===== src/rtl/step_conditioner.sv =====
// step_conditioner: sync + debounce of the step button into single-cycle step ticks, optional hold-to-repeat (macro STEP_AUTOREPEAT_EN).
// Latency: tick/level rise after edge DB_CYCLES+3 of a stable press; level falls after edge DB_CYCLES+3 of a stable release.
// Backpressure: none; free-running pulse source, the counter must accept a tick in any cycle.
module step_conditioner #(
  parameter int unsigned DB_CYCLES    = 1_000_000,
  parameter int unsigned REPEAT_DELAY = 50_000_000,
  parameter int unsigned REPEAT_RATE  = 10_000_000
) (
  input  logic i_clk,
  input  logic i_rst,
  input  logic i_key,
  output logic o_tick,
  output logic o_level,
  output logic o_repeating
);

  localparam int unsigned   DW      = (DB_CYCLES > 1) ? $clog2(DB_CYCLES) : 1;
  localparam logic [DW-1:0] DB_LAST = DW'(DB_CYCLES - 1);

`ifdef STEP_AUTOREPEAT_EN
  localparam int unsigned   RMAX    = (REPEAT_DELAY > REPEAT_RATE) ? REPEAT_DELAY : REPEAT_RATE;
  localparam int unsigned   RW      = (RMAX > 1) ? $clog2(RMAX) : 1;
  localparam logic [RW-1:0] RD_LAST = RW'(REPEAT_DELAY - 1);
  localparam logic [RW-1:0] RR_LAST = RW'(REPEAT_RATE - 1);

  typedef enum logic [2:0] {
    S_RELEASED, S_PRESS_CHK, S_HELD, S_REPEAT, S_RELEASE_CHK
  } state_t;

  logic [RW-1:0] r_rcnt;
  logic [RW-1:0] w_rcnt_nxt;
  logic          r_repeating;
`else
  typedef enum logic [1:0] {
    S_RELEASED, S_PRESS_CHK, S_HELD, S_RELEASE_CHK
  } state_t;

  // Repeat parameters have no hardware in this build; keep them referenced.
  logic w_unused_cfg;
  assign w_unused_cfg = (REPEAT_DELAY < 2) | (REPEAT_RATE < 2);
`endif

  logic [1:0]    r_sync;
  logic          w_key_s;
  state_t        r_state;
  state_t        w_state_nxt;
  logic [DW-1:0] r_dcnt;
  logic [DW-1:0] w_dcnt_nxt;
  logic          r_tick;
  logic          w_tick_nxt;
  logic          r_level;
  logic          w_level_nxt;

  assign w_key_s = r_sync[1];

  // Two-flop synchroniser for the asynchronous button pin.
  always_ff @(posedge i_clk or negedge i_rst) begin
    if (!i_rst) begin
      r_sync <= 2'b00;
    end else begin
      r_sync <= {r_sync[0], i_key};
    end
  end

  // State, counters and registered outputs.
  always_ff @(posedge i_clk or negedge i_rst) begin
    if (!i_rst) begin
      r_state     <= S_RELEASED;
      r_dcnt      <= '0;
      r_tick      <= 1'b0;
      r_level     <= 1'b0;
`ifdef STEP_AUTOREPEAT_EN
      r_rcnt      <= '0;
      r_repeating <= 1'b0;
`endif
    end else begin
      r_state     <= w_state_nxt;
      r_dcnt      <= w_dcnt_nxt;
      r_tick      <= w_tick_nxt;
      r_level     <= w_level_nxt;
`ifdef STEP_AUTOREPEAT_EN
      r_rcnt      <= w_rcnt_nxt;
      r_repeating <= (w_state_nxt == S_REPEAT);
`endif
    end
  end

  // Next-state logic; counters only advance while staying put and restart on any state change.
  always_comb begin
    w_state_nxt = r_state;
    w_dcnt_nxt  = r_dcnt;
    w_tick_nxt  = 1'b0;
`ifdef STEP_AUTOREPEAT_EN
    w_rcnt_nxt  = r_rcnt;
`endif
    case (r_state)
      S_RELEASED: begin
        if (w_key_s) w_state_nxt = S_PRESS_CHK;
      end
      S_PRESS_CHK: begin
        if (!w_key_s) begin
          w_state_nxt = S_RELEASED;
        end else if (r_dcnt == DB_LAST) begin
          w_state_nxt = S_HELD;
          w_tick_nxt  = 1'b1;
        end else begin
          w_dcnt_nxt  = r_dcnt + 1'b1;
        end
      end
      S_HELD: begin
        if (!w_key_s) begin
          w_state_nxt = S_RELEASE_CHK;
`ifdef STEP_AUTOREPEAT_EN
        end else if (r_rcnt == RD_LAST) begin
          w_state_nxt = S_REPEAT;
          w_tick_nxt  = 1'b1;
        end else begin
          w_rcnt_nxt  = r_rcnt + 1'b1;
`endif
        end
      end
`ifdef STEP_AUTOREPEAT_EN
      S_REPEAT: begin
        if (!w_key_s) begin
          w_state_nxt = S_RELEASE_CHK;
        end else if (r_rcnt == RR_LAST) begin
          w_tick_nxt  = 1'b1;
          w_rcnt_nxt  = '0;
        end else begin
          w_rcnt_nxt  = r_rcnt + 1'b1;
        end
      end
`endif
      S_RELEASE_CHK: begin
        // A bounce back high returns to HELD silently and restarts the repeat delay.
        if (w_key_s) begin
          w_state_nxt = S_HELD;
        end else if (r_dcnt == DB_LAST) begin
          w_state_nxt = S_RELEASED;
        end else begin
          w_dcnt_nxt  = r_dcnt + 1'b1;
        end
      end
      default: begin
        w_state_nxt = S_RELEASED;
      end
    endcase

    if (w_state_nxt != r_state) begin
      w_dcnt_nxt = '0;
`ifdef STEP_AUTOREPEAT_EN
      w_rcnt_nxt = '0;
`endif
    end

    w_level_nxt = (w_state_nxt != S_RELEASED) && (w_state_nxt != S_PRESS_CHK);
  end

  assign o_tick  = r_tick;
  assign o_level = r_level;
`ifdef STEP_AUTOREPEAT_EN
  assign o_repeating = r_repeating;
`else
  assign o_repeating = 1'b0;
`endif

endmodule


===== config.mk =====
export PLATFORM = sky130hd
export DESIGN_NAME = step_conditioner
export DESIGN_NICKNAME = d
export VERILOG_FILES = /design/src/rtl/step_conditioner.sv
export SDC_FILE = /design/constraint.sdc
export NUM_CORES = 1
export LEC_CHECK = 0
export ABC_AREA = 1
export CAP_MARGIN = 25
export CORE_MARGIN = 2
export CORE_UTILIZATION = 53
export CTS_CLUSTER_SIZE = 25
export DETAILED_ROUTE_END_ITERATION = 8
export GPL_TIMING_DRIVEN = 1
export HOLD_SLACK_MARGIN = 0.1
export MAX_ROUTING_LAYER = met4
export PLACE_DENSITY = 0.75
export SLEW_MARGIN = 40
export SYNTH_ARGS = -nofsm -noshare
export SYNTH_HDL_FRONTEND = slang
export SYNTH_SLANG_ARGS = --single-unit

===== constraint.sdc =====
create_clock -name i_clk -period 1.4 [get_ports i_clk]
set_clock_uncertainty 0.15 [all_clocks]
set_input_delay 0.14 -clock i_clk [delete_from_list [all_inputs] [get_ports i_clk]]
set_output_delay 0.14 -clock i_clk [all_outputs]
set_load 0.03 [all_outputs]

==> impl_metrics.py <==
metrics = {
    "power": {
        "pwr-share-comb": 0.129,
        "seqPwrFrac": 0.594,
        "powerDensity_nw_per_um2": 618,
        "p_clk_frac": 0.277,
        "p_int_mw": 0.911,
        "peakVddDrop_mv": 0.515,
        "switching_share": 0.271,
        "switching_power_mw": 0.339,
        "leakage_nw": 0.992,
    },
    "die": {
        "num_rows": 18,
        "die_height_um": 55.6,
        "start_util": 0.565,
        "core_area_um2": 2500,
        "boundaryPins": 6,
        "die_x_um": 55.6,
        "dieArea_um2": 3090,
    },
    "clock_network": {
        "cts_buffers": 3,
        "cts.reportedPaths.clkPinSlew_ns": 0.16,
        "htreeDepth": 1,
        "clockBufferDepth": 2,
        "cts_sinks": 25,
        "cts_tree": "built",
        "insertion_delay_ns": 0.33,
        "root_buffer": "clkbuf_4",
    },
    "global_routing": {
        "grt_max_degree": 26,
        "antenna_found_initial": 0,
        "grt_first_pass_wirelength_um": 5990,
        "track_usage": 0.250,
        "grt_pass1_vias": 1407,
        "overflow": 0,
    },
    "synthesis": {
        "synth_warnings": 0,
        "syn_inst": 190,
        "synthArstFlopShare": 1.00,
        "synthFlopType": "dfrtp_1",
        "synth_edf_count": 0,
        "synth_seq_area_share": 0.443,
        "synth_area_um2": 1410,
        "ys_types": 22,
        "synth_common_cells": "nand2_1, nor2_1, inv_1",
        "synth_top_area_frac": 0.443,
        "synth_area_leaders": "dfrtp_1, nand2_1, nor2_1",
        "synth.most_common_cell": "nand2_1",
        "synth.avg_cell_area_um2": 7.43,
        "ys_ff_latch": 25,
        "yosysTopAreaCell": "dfrtp_1",
        "synth.net_count": 194,
    },
    "sta": {
        "worst_slack_ns": -0.372,
        "fmax_mhz": 564,
        "setup_viol": 23,
        "slew_viol_final": 0,
        "hold_violations": 0,
        "fin_crit_sh": 1.27,
        "period_minus_slack_ns": 1.77,
        "fin_tns_setup_ns": -4.54,
        "rsz0062_at_grt": "true",
    },
    "worst_setup_path": {
        "critical_path_required_ns": 1.50,
        "worstSetupPathType": "reg2reg",
        "end_kind": "register",
        "crit_arrival_ns": 1.88,
        "setup.worst_path.start_class": "register",
        "worstPathMaxFanout": 4,
        "rr_worst_depth": 8,
    },
    "detailed_routing": {
        "via_per_inst": 5.77,
        "avgRoutedWirePerCell_um": 16.6,
        "dr.pass1.iters": 4,
        "routed_wl_um": 4480,
        "drc": 0,
        "antenna_left": 0,
        "drt_iter0_markers": 120,
        "via_count": 1558,
    },
    "place": {
        "place_inst": 252,
        "dpl-instance-area_um2": 1740,
        "numPortBuffers": 4,
        "gp_congestion": 0.993,
        "hpwl_um": 2470,
    },
    "layout": {
        "area_growth_pct": 43.4,
        "fin_nets": 245,
        "final_cells": 270,
        "drive_gt1_frac": 0.346,
        "design_area_um2": 2020,
        "n_antenna_cell": 0,
        "fill_cells": 126,
    },
    "hold_path": {
        "min_path_type": "reg2reg",
        "hold_depth": 0,
    },
    "status": {
        "violations": "negative setup slack",
        "outcome": "complete, but fails checks",
    },
    "flow_run": {
        "drv_cap": 0,
    },
}
-- power groups by stage --
stage	Clock, mW	Combinational, mW	Sequential [mW]
CTS	0.341	0.115	0.740
floorplan	0	0.0505	0.752
finish	0.346	0.162	0.742
global route	0.377	0.171	0.744
detailed placement	0	0.101	0.752
global placement	0	0.0988	0.751
-- routing by layer --
layer  track usage  part of all wire  vias to the layer above  wire, um
li1              -                 -                      690         -
met1         0.304              0.38                      721      1690
met2         0.420              0.49                      107      2210
met3        0.0279             0.072                       40       323
met4         0.111             0.057                        0       255
met5             -                 0                        -         0
-- final cells by class --
class	count	area [um^2]	area share
Tap cell	30	37.5	0.0185
Timing Repair inverter	1	8.76	0.00433
Timing Repair Buffer	47	399	0.197
Sequential cell	25	628	0.310
Inverter	27	109	0.0538
Multi-Input combinational cell	136	812	0.401
Clock inverter	1	7.51	0.00371
Clock buffer	3	22.5	0.0111
-- registers in the layout (all words and copies together) (netlist names) --
| register | flops |
|---|---|
| r_state | 1 |
| r_sync | 2 |
| o_tick | 1 |
| o_level | 1 |
| r_dcnt | 20 |
-- layout by cell type (no fill, tap or decap), types with 6 or more instances in the layout --
master,n
buf_4,35
nand2_1,44
dfrtp_1,23
nand3_1,10
nand2_2,6
nor2_1,27
inv_1,23
-- metrics by stage --
| step | utilization | power, mW | setup slack [ns] | hold slack (ns) |
|---|---|---|---|---|
| 2_1_floorplan | - | 0.803 | -0.103 | -0.306 |
| 3_3_place_gp | 0.695 | 0.850 | -0.121 | 0.193 |
| 3_5_place_dp | 0.695 | 0.853 | -0.219 | 0.197 |
| 4_1_cts | 0.745 | 1.20 | -0.178 | 0.229 |
| 5_1_grt | 0.810 | 1.29 | -0.480 | 0.273 |
| 6_report | 0.810 | 1.25 | -0.372 | 0.247 |
-- final timing paths --
path | start | endpoint | slack (ns)
setup reg to reg | r_dcnt[0] | r_dcnt[10] | -0.37
hold / removal | r_sync[0] | r_sync[1] | 0.25
max in group asynchronous | i_rst | r_dcnt[13] | 0.41
setup / recovery | r_dcnt[0] | r_dcnt[10] | -0.37
hold reg to reg | r_sync[0] | r_sync[1] | 0.25
min in group asynchronous | i_rst | r_state[0] | 0.53
-- kinds of logic after synthesis --
group / synth area share
mux: 0.00709
compound gates: 0.0425
buf+inv: 0.0904
simple gates: 0.362
other cells: 0.00266
flops: 0.443
fa+ha+maj: 0.00886
xor+xnor: 0.0434
-- timing repair --
action	4_1_cts	5_1_grt
endpoints found under the setup margin	24	23
pin swaps	5	11
gates cloned	0	2
hold buffers	2	0
gates resized for setup	19	29
hold endpoints to repair	26	0
buffers inserted	3	7
-- worst max-delay path: stages (launching register included) --
cell	delay, ns
dfrtp_1	0.44
ha_4	0.17
nand3_4	0.09
nor2_4	0.14
nand3b_4	0.14
buf_6	0.15
o21bai_1	0.15
nand2_1	0.11
nor2_1	0.14
No activity file was read; power rests on OpenSTA's default activity.
